File: src/rtl/vram_fetch_pkg.sv
// ---------------------------------------------------------------------------
// vram_fetch_pkg
// Shared video package: sequencer state encoding, segment size for the
// optional segment-wrap addressing, and default widths for vram_fetch.
// ---------------------------------------------------------------------------
package vram_fetch_pkg;

    localparam int unsigned DEF_AW   = 16;  // RAM address width (64 KB)
    localparam int unsigned DEF_FD   = 3;   // log2 FIFO depth (8 entries)
    localparam int unsigned DEF_CW   = 10;  // burst length width
    localparam int unsigned SEG_BITS = 14;  // 16 KB segment

    typedef enum logic [1:0] {
        IDLE  = 2'd0,
        FETCH = 2'd1,
        DRAIN = 2'd2
    } state_t;

endpackage

File: src/rtl/vram_fetch_fifo.sv
// ---------------------------------------------------------------------------
// vram_fetch_fifo
// Synchronous FIFO, 2^FD entries of W bits, with synchronous flush.
// Ports:
//   clock_i  clock
//   reset_i  asynchronous active-high reset
//   flush_i  empties the FIFO on the next edge; beats push and pop
//   push_i   write din_i (caller guarantees no overflow)
//   din_i    write data
//   pop_i    drop head entry; ignored when empty
//   dout_o   head entry, 0 when empty
//   empty_o  no entries
//   count_o  occupancy, 0..2^FD
// ---------------------------------------------------------------------------
module vram_fetch_fifo #(
    parameter int unsigned FD = 3,
    parameter int unsigned W  = 8
) (
    input  logic          clock_i,
    input  logic          reset_i,
    input  logic          flush_i,
    input  logic          push_i,
    input  logic [W-1:0]  din_i,
    input  logic          pop_i,
    output logic [W-1:0]  dout_o,
    output logic          empty_o,
    output logic [FD:0]   count_o
);

    localparam int unsigned DEPTH = 1 << FD;

    logic [W-1:0]  mem_q [DEPTH];
    logic [FD-1:0] wr_q;
    logic [FD-1:0] rd_q;
    logic [FD:0]   count_q;
    logic          do_pop;

    assign do_pop  = pop_i && (count_q != '0);
    assign empty_o = (count_q == '0);
    assign count_o = count_q;
    assign dout_o  = empty_o ? '0 : mem_q[rd_q];

    // Pointers and occupancy; pointers wrap naturally at the power-of-two depth.
    always_ff @(posedge clock_i or posedge reset_i) begin
        if (reset_i) begin
            wr_q    <= '0;
            rd_q    <= '0;
            count_q <= '0;
        end else if (flush_i) begin
            wr_q    <= '0;
            rd_q    <= '0;
            count_q <= '0;
        end else begin
            if (push_i) wr_q <= wr_q + FD'(1);
            if (do_pop) rd_q <= rd_q + FD'(1);
            case ({push_i, do_pop})
                2'b10:   count_q <= count_q + (FD+1)'(1);
                2'b01:   count_q <= count_q - (FD+1)'(1);
                default: count_q <= count_q;
            endcase
        end
    end

    // Storage, no reset needed: contents are only visible when occupied.
    always_ff @(posedge clock_i) begin
        if (push_i && !flush_i) mem_q[wr_q] <= din_i;
    end

endmodule

File: src/rtl/vram_fetch.sv
// ---------------------------------------------------------------------------
// vram_fetch
// Video-side burst read sequencer for the dual-port video RAM. Issues
// sequential reads, absorbs the one-cycle RAM latency through an in-flight
// flag, and buffers returned bytes in a FIFO feeding a valid/ready consumer.
// Optional macro VRAM_FETCH_SEGWRAP_EN: address increments only within its
// 16 KB segment (upper bits hold the base value).
// Ports:
//   clock_i  clock, shared with the RAM read port
//   reset_i  asynchronous active-high reset
//   start_i  one-cycle burst request, honoured only in IDLE
//   abort_i  synchronous cancel, priority over start_i
//   base_i   first byte address (sampled with start_i)
//   len_i    byte count (sampled with start_i), 0 legal
//   busy_o   state is not IDLE
//   done_o   one-cycle pulse once the burst has landed in the FIFO
//   a_o      registered RAM read address
//   q_i      RAM read data, valid the cycle after a_o
//   data_o   FIFO head byte
//   valid_o  FIFO not empty
//   ready_i  downstream accept
// ---------------------------------------------------------------------------
module vram_fetch
    import vram_fetch_pkg::*;
#(
    parameter int unsigned AW = DEF_AW,
    parameter int unsigned FD = DEF_FD,
    parameter int unsigned CW = DEF_CW
) (
    input  logic          clock_i,
    input  logic          reset_i,
    input  logic          start_i,
    input  logic          abort_i,
    input  logic [AW-1:0] base_i,
    input  logic [CW-1:0] len_i,
    output logic          busy_o,
    output logic          done_o,
    output logic [AW-1:0] a_o,
    input  logic [7:0]    q_i,
    output logic [7:0]    data_o,
    output logic          valid_o,
    input  logic          ready_i
);

    localparam int unsigned DEPTH = 1 << FD;
    localparam int unsigned OW    = FD + 2;

    state_t        state_q;
    logic [CW-1:0] rem_q;
    logic          infl_q;
    logic [AW-1:0] a_q;
    logic          busy_q;
    logic          done_q;

    logic [FD:0]   fifo_count;
    logic          fifo_empty;
    logic [OW-1:0] occ;
    logic          issue;
    logic [AW-1:0] a_inc_d;

    // Reserve a FIFO slot for every read still in flight so push never overflows.
    assign occ   = OW'(fifo_count) + OW'(infl_q);
    assign issue = (state_q == FETCH) && (rem_q != '0) && (occ < OW'(DEPTH));

`ifdef VRAM_FETCH_SEGWRAP_EN
    localparam logic [AW-1:0] SEG_MASK = AW'((32'd1 << SEG_BITS) - 32'd1);
    // Carry out of the segment offset is dropped; segment bits hold.
    assign a_inc_d = (a_q & ~SEG_MASK) | ((a_q + AW'(1)) & SEG_MASK);
`else
    assign a_inc_d = a_q + AW'(1);
`endif

    // Sequencer FSM, address/length counters and in-flight flag.
    always_ff @(posedge clock_i or posedge reset_i) begin
        if (reset_i) begin
            state_q <= IDLE;
            rem_q   <= '0;
            infl_q  <= 1'b0;
            a_q     <= '0;
            busy_q  <= 1'b0;
            done_q  <= 1'b0;
        end else if (abort_i) begin
            state_q <= IDLE;
            rem_q   <= '0;
            infl_q  <= 1'b0;
            busy_q  <= 1'b0;
            done_q  <= 1'b0;
        end else begin
            done_q <= 1'b0;
            infl_q <= issue;
            case (state_q)
                IDLE: begin
                    if (start_i) begin
                        busy_q <= 1'b1;
                        rem_q  <= len_i;
                        if (len_i == '0) begin
                            state_q <= DRAIN;
                        end else begin
                            a_q     <= base_i;
                            state_q <= FETCH;
                        end
                    end
                end
                FETCH: begin
                    if (issue) begin
                        a_q   <= a_inc_d;
                        rem_q <= rem_q - CW'(1);
                        if (rem_q == CW'(1)) state_q <= DRAIN;
                    end
                end
                DRAIN: begin
                    // The last read (if any) lands during the first DRAIN cycle.
                    if (!done_q) begin
                        done_q <= 1'b1;
                    end else begin
                        state_q <= IDLE;
                        busy_q  <= 1'b0;
                    end
                end
                default: begin
                    state_q <= IDLE;
                    busy_q  <= 1'b0;
                end
            endcase
        end
    end

    vram_fetch_fifo #(
        .FD (FD),
        .W  (8)
    ) u_fifo (
        .clock_i (clock_i),
        .reset_i (reset_i),
        .flush_i (abort_i),
        .push_i  (infl_q),
        .din_i   (q_i),
        .pop_i   (ready_i),
        .dout_o  (data_o),
        .empty_o (fifo_empty),
        .count_o (fifo_count)
    );

    assign busy_o  = busy_q;
    assign done_o  = done_q;
    assign a_o     = a_q;
    assign valid_o = !fifo_empty;

endmodule
File: config.mk
export PLATFORM = sky130hd
export DESIGN_NAME = vram_fetch
export DESIGN_NICKNAME = d
export VERILOG_FILES = /design/src/rtl/vram_fetch_pkg.sv /design/src/rtl/vram_fetch_fifo.sv /design/src/rtl/vram_fetch.sv
export SDC_FILE = /design/constraint.sdc
export NUM_CORES = 1
export LEC_CHECK = 0
export CAP_MARGIN = 20
export CORE_ASPECT_RATIO = 0.7
export CORE_MARGIN = 5
export CORE_UTILIZATION = 35
export CTS_CLUSTER_SIZE = 16
export DETAILED_ROUTE_END_ITERATION = 6
export MAX_ROUTING_LAYER = met4
export PLACE_DENSITY_LB_ADDON = 0.1
export SETUP_SLACK_MARGIN = 0.05
export SLEW_MARGIN = 20
export SYNTH_ARGS = -nofsm -noshare
export SYNTH_HDL_FRONTEND = slang
export SYNTH_HIERARCHICAL = 1
export SYNTH_SLANG_ARGS = --single-unit
export TNS_END_PERCENT = 10
File: constraint.sdc
create_clock -name clock_i -period 3 [get_ports clock_i]
set_input_delay 0.6 -clock clock_i [delete_from_list [all_inputs] [get_ports clock_i]]
set_output_delay 0.6 -clock clock_i [all_outputs]
set_load 0.005 [all_outputs]
==> impl_metrics.tcl <==
set metrics [dict create \
    dp.cells 665 \
    p_leak_nw 2.25 \
    cp-start-kind "flip-flop" \
    ios 66 \
    coreArea_sq_um 14000 \
    worst_skew_pair.late_latency_ns 0.34 \
    endpoint_kind "output port" \
    synth-edff-count 64 \
    htree_num_levels 3 \
    ys_seq_elements 105 \
    required_ns 2.40 \
    antenna_found_initial 0 \
    worstPathMaxFanout 18 \
    crit_arrival_ns 2.12 \
    nets 532 \
    cap_violations 0 \
    critPathMaxStageDelay_ns 0.53 \
    grt_max_degree 35 \
    ctsResizeCount 0 \
    post_route_cells_drive_above_1_share_pct 13.0 \
    antenna_cells 0 \
    clk_path_buf_depth 2 \
    slew_viol_final 0 \
    final.period_utilization_pct 90.8 \
    first_pass_iters 4 \
    die_area_sq_um 16900 \
    drt-initial-drc-count 167 \
    track_usage_pct 15.0 \
    r2r_start "rem_q[0]" \
    fillers 1278 \
    skew_ns 0.00562 \
    rsz0062_at_grt "no" \
    hold_viol 0 \
    min_from "done_o" \
    grt_pass1_wl_mm 20.1 \
    fin_crit_ns 2.72 \
    cts_setup_buffers 0 \
    gp_congestion 0.838 \
    grt-ovfl-total 0 \
    port_buffers 65 \
    p_per_area_nw_per_um2 824 \
    synth_ff_type "edfxtp_1" \
    hold_class "reg2reg" \
    wirelength_mm 12.0 \
    min_path_cells 1 \
    drc 0 \
    syn_area_sq_um 5040 \
    fmax_mhz 367 \
    finalSetupTns_ns 0 \
    reg2regPathDepth 7 \
    r2r_end "rem_q[2]" \
    vias 3568 \
    async_reset_ff_share_pct 39.0 \
    final_cells 681 \
    clock-root-buffer "clkbuf_16" \
    ir_worst_vdd_mv 0.325 \
    wl_per_cell_um 17.6 \
    multi_input_area_sq_um 1950 \
    whs_endpoint "done_o" \
    synth_nets 458 \
    areaGrowthSynthToFinish_pct 25.2 \
    postSynthCellCount 412 \
    crit_slowest_cell "mux4_2" \
    yosys_warnings 6 \
    cts_buffers 9 \
    crit_type "reg2out" \
    cts_tree "built" \
    hold_buffers 0 \
    initial_core_util_pct 36.0 \
    final_common_cell "clkdlybuf4s50_1" \
    slew_headroom_pct 60.4 \
    die_w_um 153 \
    final_cell_mix "clkdlybuf4s50_1, edfxtp_1, dfrtp_1" \
    final-seq-area_sq_um 2950 \
    finalSetupViolations 0 \
    syn_avg_cell_area_sq_um 12.2 \
    status "finished clean" \
    first_global_vias 3661 \
    ant_nets 0 \
    rows 36 \
    die_h_um 110 \
    vias_per_cell 5.24 \
    path_clk_slew_ns 0.07 \
    cts_sinks 105 \
    ys_seq_area_share_pct 58.4 \
    crit_chain "buf_12 > mux4_2 > mux2i_1 > nor2_1 > clkdlybuf4s50_1" \
    hpwl_mm 8.19 \
    r2r_setup_slack_ns 0.42 \
    ys_types 56 \
    worst_pin_slew_ns 0.586 \
]
[worst max-delay path by stage]
stage / cells past startpoint / to / startpoint / slack [ns]
2_1_floorplan: 7 / u_fifo/count_o[3] / u_fifo/count_o[0] / 0.64
3_3_place_gp: 8 / u_fifo/count_o[3] / ready_i / 0.24
3_5_place_dp: 8 / u_fifo/count_o[3] / ready_i / 0.20
4_1_cts: 5 / data_o[6] / u_fifo/rd_q[0] / 0.23
5_1_grt: 5 / data_o[6] / u_fifo/rd_q[0] / 0.16
6_report: 5 / data_o[6] / u_fifo/rd_q[0] / 0.28
[kinds of logic (layout without fill, tap and decap cells)]
logic type	count (synthesis)	in the layout	share of synthesized area [%]
compound gates	96	96	12.0
xor+xnor	7	7	1.22
fa+ha+maj	7	7	1.74
buf+inv	35	114	2.95
flops	105	105	58.4
mux	29	29	9.75
simple gates	133	133	13.9
[critical path, delay by kind of cell, from the launching register on]
family / cells / cell delay (ns)
buffers and inverters: 2 / 0.65
AND/OR/NAND/NOR: 1 / 0.07
flip-flops: 1 / 0.37
multiplexers: 2 / 0.68
[synth_stat cells, drive strengths merged (2+ instances only)]
library cell | count | area, sq um
xor2 | 4 | 35.0
or4 | 5 | 37.5
and3 | 3 | 18.8
inv | 13 | 48.8
and4 | 2 | 17.5
mux2i | 12 | 120
clkbuf | 15 | 56.3
mux4 | 16 | 360
and2 | 2 | 12.5
or3 | 3 | 18.8
dfrtp | 41 | 1030
edfxtp | 64 | 1920
nand3 | 10 | 50.1
nor3b | 4 | 30.0
o32ai | 2 | 17.5
nand4 | 2 | 12.5
nand2 | 27 | 101
nor4b | 3 | 26.3
nor2b | 3 | 18.8
nand2b | 4 | 25.0
a31oi | 4 | 25.0
nor2 | 41 | 156
nor4 | 6 | 50.0
buf | 7 | 43.8
or3b | 3 | 26.3
xnor2 | 3 | 26.3
a2bb2oi | 3 | 26.3
a21oi | 40 | 200
a21o | 3 | 22.5
o21ai | 23 | 115
nor3 | 9 | 50.1
nand4b | 3 | 26.3
ha | 7 | 87.6
o22ai | 10 | 62.6
[state kept, by name, summed over array words and instances (netlist names)]
| register | flops |
|---|---|
| u_fifo/mem_q | 64 |
| a_o | 16 |
| rem_q | 10 |
| u_fifo/count_o | 4 |
| u_fifo/rd_q | 3 |
| u_fifo/wr_q | 3 |
| state_q | 2 |
| busy_o | 1 |
| done_o | 1 |
| infl_q | 1 |
[through the flow]
stage / worst slack (ns) / area, sq um / util [%] / total power [W] / hold slack [ns]
after global placement: 0.239 / 6010 / 42.9 / 0.00404 / 0.496
after CTS: 0.227 / 6320 / 45.1 / 0.00527 / 0.512
final: 0.275 / 6320 / 45.1 / 0.00520 / 0.499
after floorplan: 0.642 / 5040 / - / 0.00321 / 0.440
after detailed placement: 0.203 / 6010 / 42.9 / 0.00404 / 0.498
after global routing: 0.164 / 6320 / 45.1 / 0.00556 / 0.538
[layout make-up]
class	count	share of cell area (%)
clock buffer	11	3.84
inverter	13	0.773
multi-input combinational	272	30.9
timing repair buffer	85	13.1
tap	190	3.76
sequential	105	46.7
clock inverter	5	1.01
[report_power, final]
part           switching, W  internal, W
registers          0.000310      0.00174
clock network      0.000525     0.000676
logic              0.000930      0.00102
[metal layers]
metal  wire [um]  part of all wire [%]  GRT usage, %
met1        5950                    50          21.7
met2        5390                    45          22.1
met3         527                   4.4          2.93
met4         102                  0.85          3.47
met5           0                     0             -
(Power assumes the default switching activity.)
